==> config.mk <==
export PLATFORM = sky130hd
export DESIGN_NAME = branch_target_predictor
export DESIGN_NICKNAME = d
export VERILOG_FILES = /design/src/rtl/branch_target_predictor.sv
export SDC_FILE = /design/constraint.sdc
export NUM_CORES = 2
export LEC_CHECK = 0
export ABC_CLOCK_PERIOD_IN_PS = 11600
export CORE_MARGIN = 4
export CORE_UTILIZATION = 30
export DETAILED_ROUTE_END_ITERATION = 10
export HOLD_SLACK_MARGIN = 0.06
export RECOVER_POWER = 50
export SLEW_MARGIN = 20
export SYNTH_ARGS = -nofsm -noshare
export SYNTH_HDL_FRONTEND = slang
export SYNTH_SLANG_ARGS = --single-unit
==> constraint.sdc <==
create_clock -name Clk -period 11.6 [get_ports Clk]
set_clock_uncertainty 0.2 [all_clocks]
set_input_delay 3.48 -clock Clk [delete_from_list [all_inputs] [get_ports Clk]]
set_output_delay 3.48 -clock Clk [all_outputs]
set_load 0.05 [all_outputs]
==> src/rtl/branch_target_predictor.sv <==
// Direct-mapped branch target buffer with 2-bit saturating counters.
// Supplies a next-fetch prediction and resolves ID-stage outcomes into mispredict redirects.
module branch_target_predictor #(
  parameter int ENTRIES = 16,
  parameter int IDX_W   = 4
) (
  input  logic        Clk,
  input  logic        Rst,
  input  logic [31:0] FetchPC,
  output logic        PredTaken,
  output logic [31:0] PredNextPC,
  input  logic        ResValid,
  input  logic [31:0] ResPC,
  input  logic [5:0]  ResControl,
  input  logic        ResTaken,
  input  logic [31:0] ResTarget,
  input  logic        ResPredTaken,
  input  logic [31:0] ResPredNextPC,
  output logic        Mispredict,
  output logic [31:0] CorrectPC,
  output logic [15:0] BranchCount,
  output logic [15:0] MissCount
);

  localparam int TAG_W = 30 - IDX_W;

  logic             r_valid  [ENTRIES];
  logic [TAG_W-1:0] r_tag    [ENTRIES];
  logic [31:0]      r_target [ENTRIES];
  logic [1:0]       r_ctr    [ENTRIES];
  logic [15:0]      r_branchCount;
  logic [15:0]      r_missCount;

  logic [IDX_W-1:0] w_fetchIdx;
  logic [TAG_W-1:0] w_fetchTag;
  logic             w_fetchHit;
  logic [IDX_W-1:0] w_resIdx;
  logic [TAG_W-1:0] w_resTag;
  logic             w_resHit;
  logic             w_isBranch;
  logic             w_isJump;
  logic             w_resolve;
  logic             w_other;
  logic [31:0]      w_resPcPlus4;

  assign w_fetchIdx = FetchPC[IDX_W+1:2];
  assign w_fetchTag = FetchPC[31:IDX_W+2];
  assign w_fetchHit = r_valid[w_fetchIdx] && (r_tag[w_fetchIdx] == w_fetchTag);

  assign PredTaken  = w_fetchHit && r_ctr[w_fetchIdx][1];
  assign PredNextPC = PredTaken ? r_target[w_fetchIdx] : FetchPC + 32'd4;

  assign w_resIdx     = ResPC[IDX_W+1:2];
  assign w_resTag     = ResPC[31:IDX_W+2];
  assign w_resHit     = r_valid[w_resIdx] && (r_tag[w_resIdx] == w_resTag);
  assign w_isBranch   = (ResControl == 6'd18) || (ResControl == 6'd19);
  assign w_isJump     = (ResControl == 6'd23) || (ResControl == 6'd24) || (ResControl == 6'd25);
  assign w_resolve    = ResValid && (w_isBranch || w_isJump);
  assign w_other      = ResValid && !(w_isBranch || w_isJump);
  assign w_resPcPlus4 = ResPC + 32'd4;

  // A non-control instruction that was predicted taken is a BTB alias: fall through to PC+4.
  assign Mispredict = w_resolve ? ((ResTaken != ResPredTaken) ||
                                   (ResTaken && ResPredTaken && (ResPredNextPC != ResTarget)))
                                : (w_other && ResPredTaken);
  assign CorrectPC  = (w_resolve && ResTaken) ? ResTarget : w_resPcPlus4;

  assign BranchCount = r_branchCount;
  assign MissCount   = r_missCount;

  always_ff @(posedge Clk) begin
    if (!Rst) begin
      for (int i = 0; i < ENTRIES; i++) begin
        r_valid[i]  <= 1'b0;
        r_tag[i]    <= '0;
        r_target[i] <= '0;
        r_ctr[i]    <= 2'd0;
      end
      r_branchCount <= 16'd0;
      r_missCount   <= 16'd0;
    end else begin
      if (w_resolve) begin
        if (w_resHit) begin
          if (w_isJump)
            r_ctr[w_resIdx] <= 2'd3;
          else if (ResTaken)
            r_ctr[w_resIdx] <= (r_ctr[w_resIdx] == 2'd3) ? 2'd3 : r_ctr[w_resIdx] + 2'd1;
          else
            r_ctr[w_resIdx] <= (r_ctr[w_resIdx] == 2'd0) ? 2'd0 : r_ctr[w_resIdx] - 2'd1;
          if (ResTaken)
            r_target[w_resIdx] <= ResTarget;
        end else if (ResTaken) begin
          r_valid[w_resIdx]  <= 1'b1;
          r_tag[w_resIdx]    <= w_resTag;
          r_target[w_resIdx] <= ResTarget;
          r_ctr[w_resIdx]    <= w_isJump ? 2'd3 : 2'd2;
        end
        if (r_branchCount != 16'hFFFF)
          r_branchCount <= r_branchCount + 16'd1;
      end else if (w_other && ResPredTaken && w_resHit) begin
        r_valid[w_resIdx] <= 1'b0;
      end
      if (Mispredict && (r_missCount != 16'hFFFF))
        r_missCount <= r_missCount + 16'd1;
    end
  end

endmodule

==> summary.txt <==
Status
  – Status: complete, but fails checks
  – Failing checks: capacitance limit, slew limit

Setup path
  – Critical Path AT: ~11000 ps
  – Crit path kind: input port to flip-flop
  – Crit-path max FO: 59
  – Flop-to-flop setup slack: around 5700 ps
  – Most frequent CP cell: clkbuf_1
  – Worst Setup Start Kind: input port
  – Crit-path max cell delay: approximately 3500 ps
  – Critical Path RT: ~12000 ps
  – Reg2Reg Depth: 10
  – Element type at the critical path end: flip-flop
  – CP cell instances: dlygate4sd3_1 > nor3b_1 > a21oi_1 > nor3b_2 > clkbuf_1 > nand3_2 > clkbuf_1 > nor2_4 > clkbuf_1 > a21o_2
  – Worst path slowest cell: clkbuf_1
  – R2R Path Start: r_tag[15][21]
  – RR Endpoint: r_tag[0][10]

Cells and area
  – Most frequent cells in the layout: edfxtp_1, and3_1, mux4_2
  – Commonest non-fill, non-tap cell in the layout: edfxtp_1
  – Multi-input gate area: between 0.02 and 0.025 sq mm
  – Fillcell total: between 15000 and 20000
  – Area Growth Syn to Fin: 16.6%
  – FF/Latch Area: just under 0.03 sq mm
  – Layout cells sized above 1: 21.1%
  – Post-layout net count: slightly below 4000
  – Final core occ: a little over a third
  – Non-filler instance count after layout: ~6200

CTS
  – Cts-stage hold buffer count: 0
  – CTS clock-pin slew for the worst setup and hold paths: 60 ps
  – Setup bufs post-CTS: 0
  – Post_cts resized: 0
  – CTS root buf: clkbuf_16
  – CTS tree: built
  – CTS sink count: 1008
  – H-tree levels: 3
  – Skew-Pair Late Insertion Delay: roughly 740 ps
  – Maximum clock insertion buffer count: 3
  – CTS Buf Count: 109

Placed design
  – Final GP Congestion: ~0.95
  – DP HPWL: 116000 microns
  – I/O Buffers: 236
  – Placed cells: 5984

Floorplan
  – Die Ht: ~430 microns
  – I/O pin count: ~240
  – Core Area: approximately 0.17 sq mm
  – Initial core utilization: about 30%
  – Die ar.: between 0.15 and 0.2 sq mm
  – Die Span X: between 400 and 500 microns
  – Row count: between 150 and 200

Power and ir drop
  – PwrDens: approximately 140 mW/mm^2
  – Sequential Power Share: between 40% and 50%
  – Clock power frac: 39.4%
  – Combinational Power Share: a little under an eighth
  – Switching power: between 2 and 2.5 mW
  – Pleak: approximately 22 nW
  – Switching Share: about 26%
  – Internal Dissipation: about 6.5 mW
  – Power after layout: between 8 and 9 mW
  – Maximum vdd drop: 119 uV

Run
  – Max-cap violations: 43

Routing
  – Vias per inst: approximately 5.6
  – DR iter-0 viols: 5027
  – DRC: 0
  – Vias post-DR: between 30000 and 40000
  – Post-Route WL: 194000 microns
  – Avg WL per Cell: ~31 microns
  – DRT antenna net count: 0
  – Drt first pass iters: 6

Timing
  – Worst Tran Pin Value: between 5000 and 6000 ps
  – Unrepaired setup endpoints after global routing: false
  – Final hold vios: 0
  – Max_slew headroom: -245%
  – Max-slew violation total from the final report: ~1400
  – FMAX: a little over 0.09 GHz
  – Period minus WS final: approximately 11000 ps
  – Crit share post-route: between 90 and 100%
  – Final setup viols: 0
  – Min Hold Slack: 300 ps
  – Setup TNS Final: 0 ps

Synthesis
  – Yosys warning count: 0
  – Mean area per synthesized cell: about 14 sq um
  – Post-synthesis cell area: roughly 0.052 sq mm
  – Post-synth cell types: 70
  – Yosys reg bits: between 1000 and 1500
  – Synth Net Count: approximately 3800
  – Post-Syn Instances: between 3000 and 4000
  – Post-synth top flop: edfxtp_1
  – Sequential fraction of the synthesis area: 56.9%
  – EDFF count, synth: 960
  – Async SR Flop Fraction: 0%

GRT
  – First-pass GRT wire length: around 270000 microns
  – Vias in the first global route: about 34000
  – Initial antenna violation count: 17
  – Largest net degree at the start of global routing: 145
  – GRT overflow: 0
  – Gr usage total: a little over a fifth

Hold path
  – Worst hold start: BranchCount[5]
  – Hold/Removal Path Class: flip-flop to flip-flop
  – Min-Delay Path Depth: 2
  – WHS Endpoint: BranchCount[5]
==> registers in the layout, indices dropped and copies added (netlist names) <==
register and cells:
r_target 512, r_tag 416, r_ctr 32, BranchCount 16, MissCount 16, r_valid 16
==> area by class of cell <==
cell class	instances	share of cell area (%)
clock buffer	134	4.62
sequential	1008	48.8
inverter	22	0.135
timing repair buffer	373	6.07
multi-input combinational	2256	34.5
antenna	12	0.0492
clock inverter	67	1.03
tap	2325	4.77
==> critical path: cells and delay by family <==
kind	cells	cell delay, ps
AOI/OAI and AO/OA	2	1400
buffers and inverters	4	5370
and+or+nand+nor	4	820
==> cells in the mapped netlist, types with 3 or more instances <==
| cell | count | area (sq um) |
|---|---|---|
| nor3_1 | 17 | 85.1 |
| nor4_2 | 7 | 87.6 |
| mux4_2 | 389 | 8760 |
| o21ai_0 | 83 | 415 |
| buf_2 | 24 | 120 |
| xnor2_1 | 85 | 744 |
| a22oi_1 | 16 | 120 |
| and4_1 | 7 | 61.3 |
| mux2_2 | 39 | 439 |
| and2_1 | 520 | 3250 |
| inv_1 | 20 | 75.1 |
| nor3b_1 | 4 | 30.0 |
| or3_1 | 9 | 56.3 |
| buf_8 | 3 | 45.0 |
| nand4_1 | 24 | 150 |
| nand2b_1 | 4 | 25.0 |
| o211ai_1 | 8 | 60.1 |
| nor3_2 | 10 | 100 |
| xor2_1 | 77 | 674 |
| dfxtp_1 | 48 | 961 |
| nor2_1 | 126 | 473 |
| nand2_1 | 112 | 420 |
| a22o_1 | 5 | 43.8 |
| a21o_1 | 4 | 30.0 |
| buf_6 | 14 | 158 |
| nor4_1 | 20 | 125 |
| nand3_1 | 51 | 255 |
| o22ai_1 | 4 | 25.0 |
| nor2b_1 | 11 | 68.8 |
| o31ai_1 | 3 | 22.5 |
| buf_1 | 59 | 221 |
| ha_1 | 8 | 100 |
| and3_1 | 434 | 2720 |
| clkbuf_1 | 302 | 1130 |
| edfxtp_1 | 960 | 28800 |
| mux2i_1 | 72 | 721 |
| a21oi_1 | 60 | 300 |
| a221oi_1 | 4 | 35.0 |
==> through the flow <==
stage | area, sq um | setup WS [ps]
6_report | 61000 | 587
3_5_place_dp | 57800 | 645
2_1_floorplan | 52300 | 298
5_1_grt | 61000 | 446
3_3_place_gp | 57700 | 554
4_1_cts | 61300 | 613
==> worst max path at each step <==
stage	startpoint	endpoint	slack (ps)	depth (start not counted)
final	ResControl[3]	r_tag[13][0]	590	10
after detailed placement	FetchPC[2]	PredNextPC[12]	640	11
after floorplan	FetchPC[3]	PredTaken	300	11
after global placement	FetchPC[2]	PredNextPC[28]	550	11
after CTS	FetchPC[2]	PredNextPC[18]	610	11
after global routing	FetchPC[2]	PredNextPC[12]	450	11
==> power groups by stage <==
stage               combinational (mW)  sequential, mW  clock [mW]
global route                      1.08            4.24        3.62
detailed placement                1.04            4.30           0
floorplan                        0.605            4.27           0
finish                            1.05            4.23        3.43
global placement                  1.04            4.29           0
CTS                               1.05            4.22        3.47
==> metal layers <==
layer	share of wire [%]	GRT usage [%]	vias to the layer above
met4	7.6	13.5	2
met3	8.8	3.60	445
li1	-	-	14206
met1	36	26.0	17918
met2	47	34.0	2070
met5	0.0046	0	-
==> cell families after synthesis <==
| group | share of synthesized area (%) |
|---|---|
| AO/OA/AOI/OAI | 2.54 |
| adder cells (fa/ha/maj) | 0.191 |
| flip-flops | 56.9 |
| buffers and inverters | 3.39 |
| XOR/XNOR | 2.71 |
| AND/OR/NAND/NOR | 15.3 |
| multiplexers | 19.0 |
Note: power is estimated with default switching activity, not from simulation.
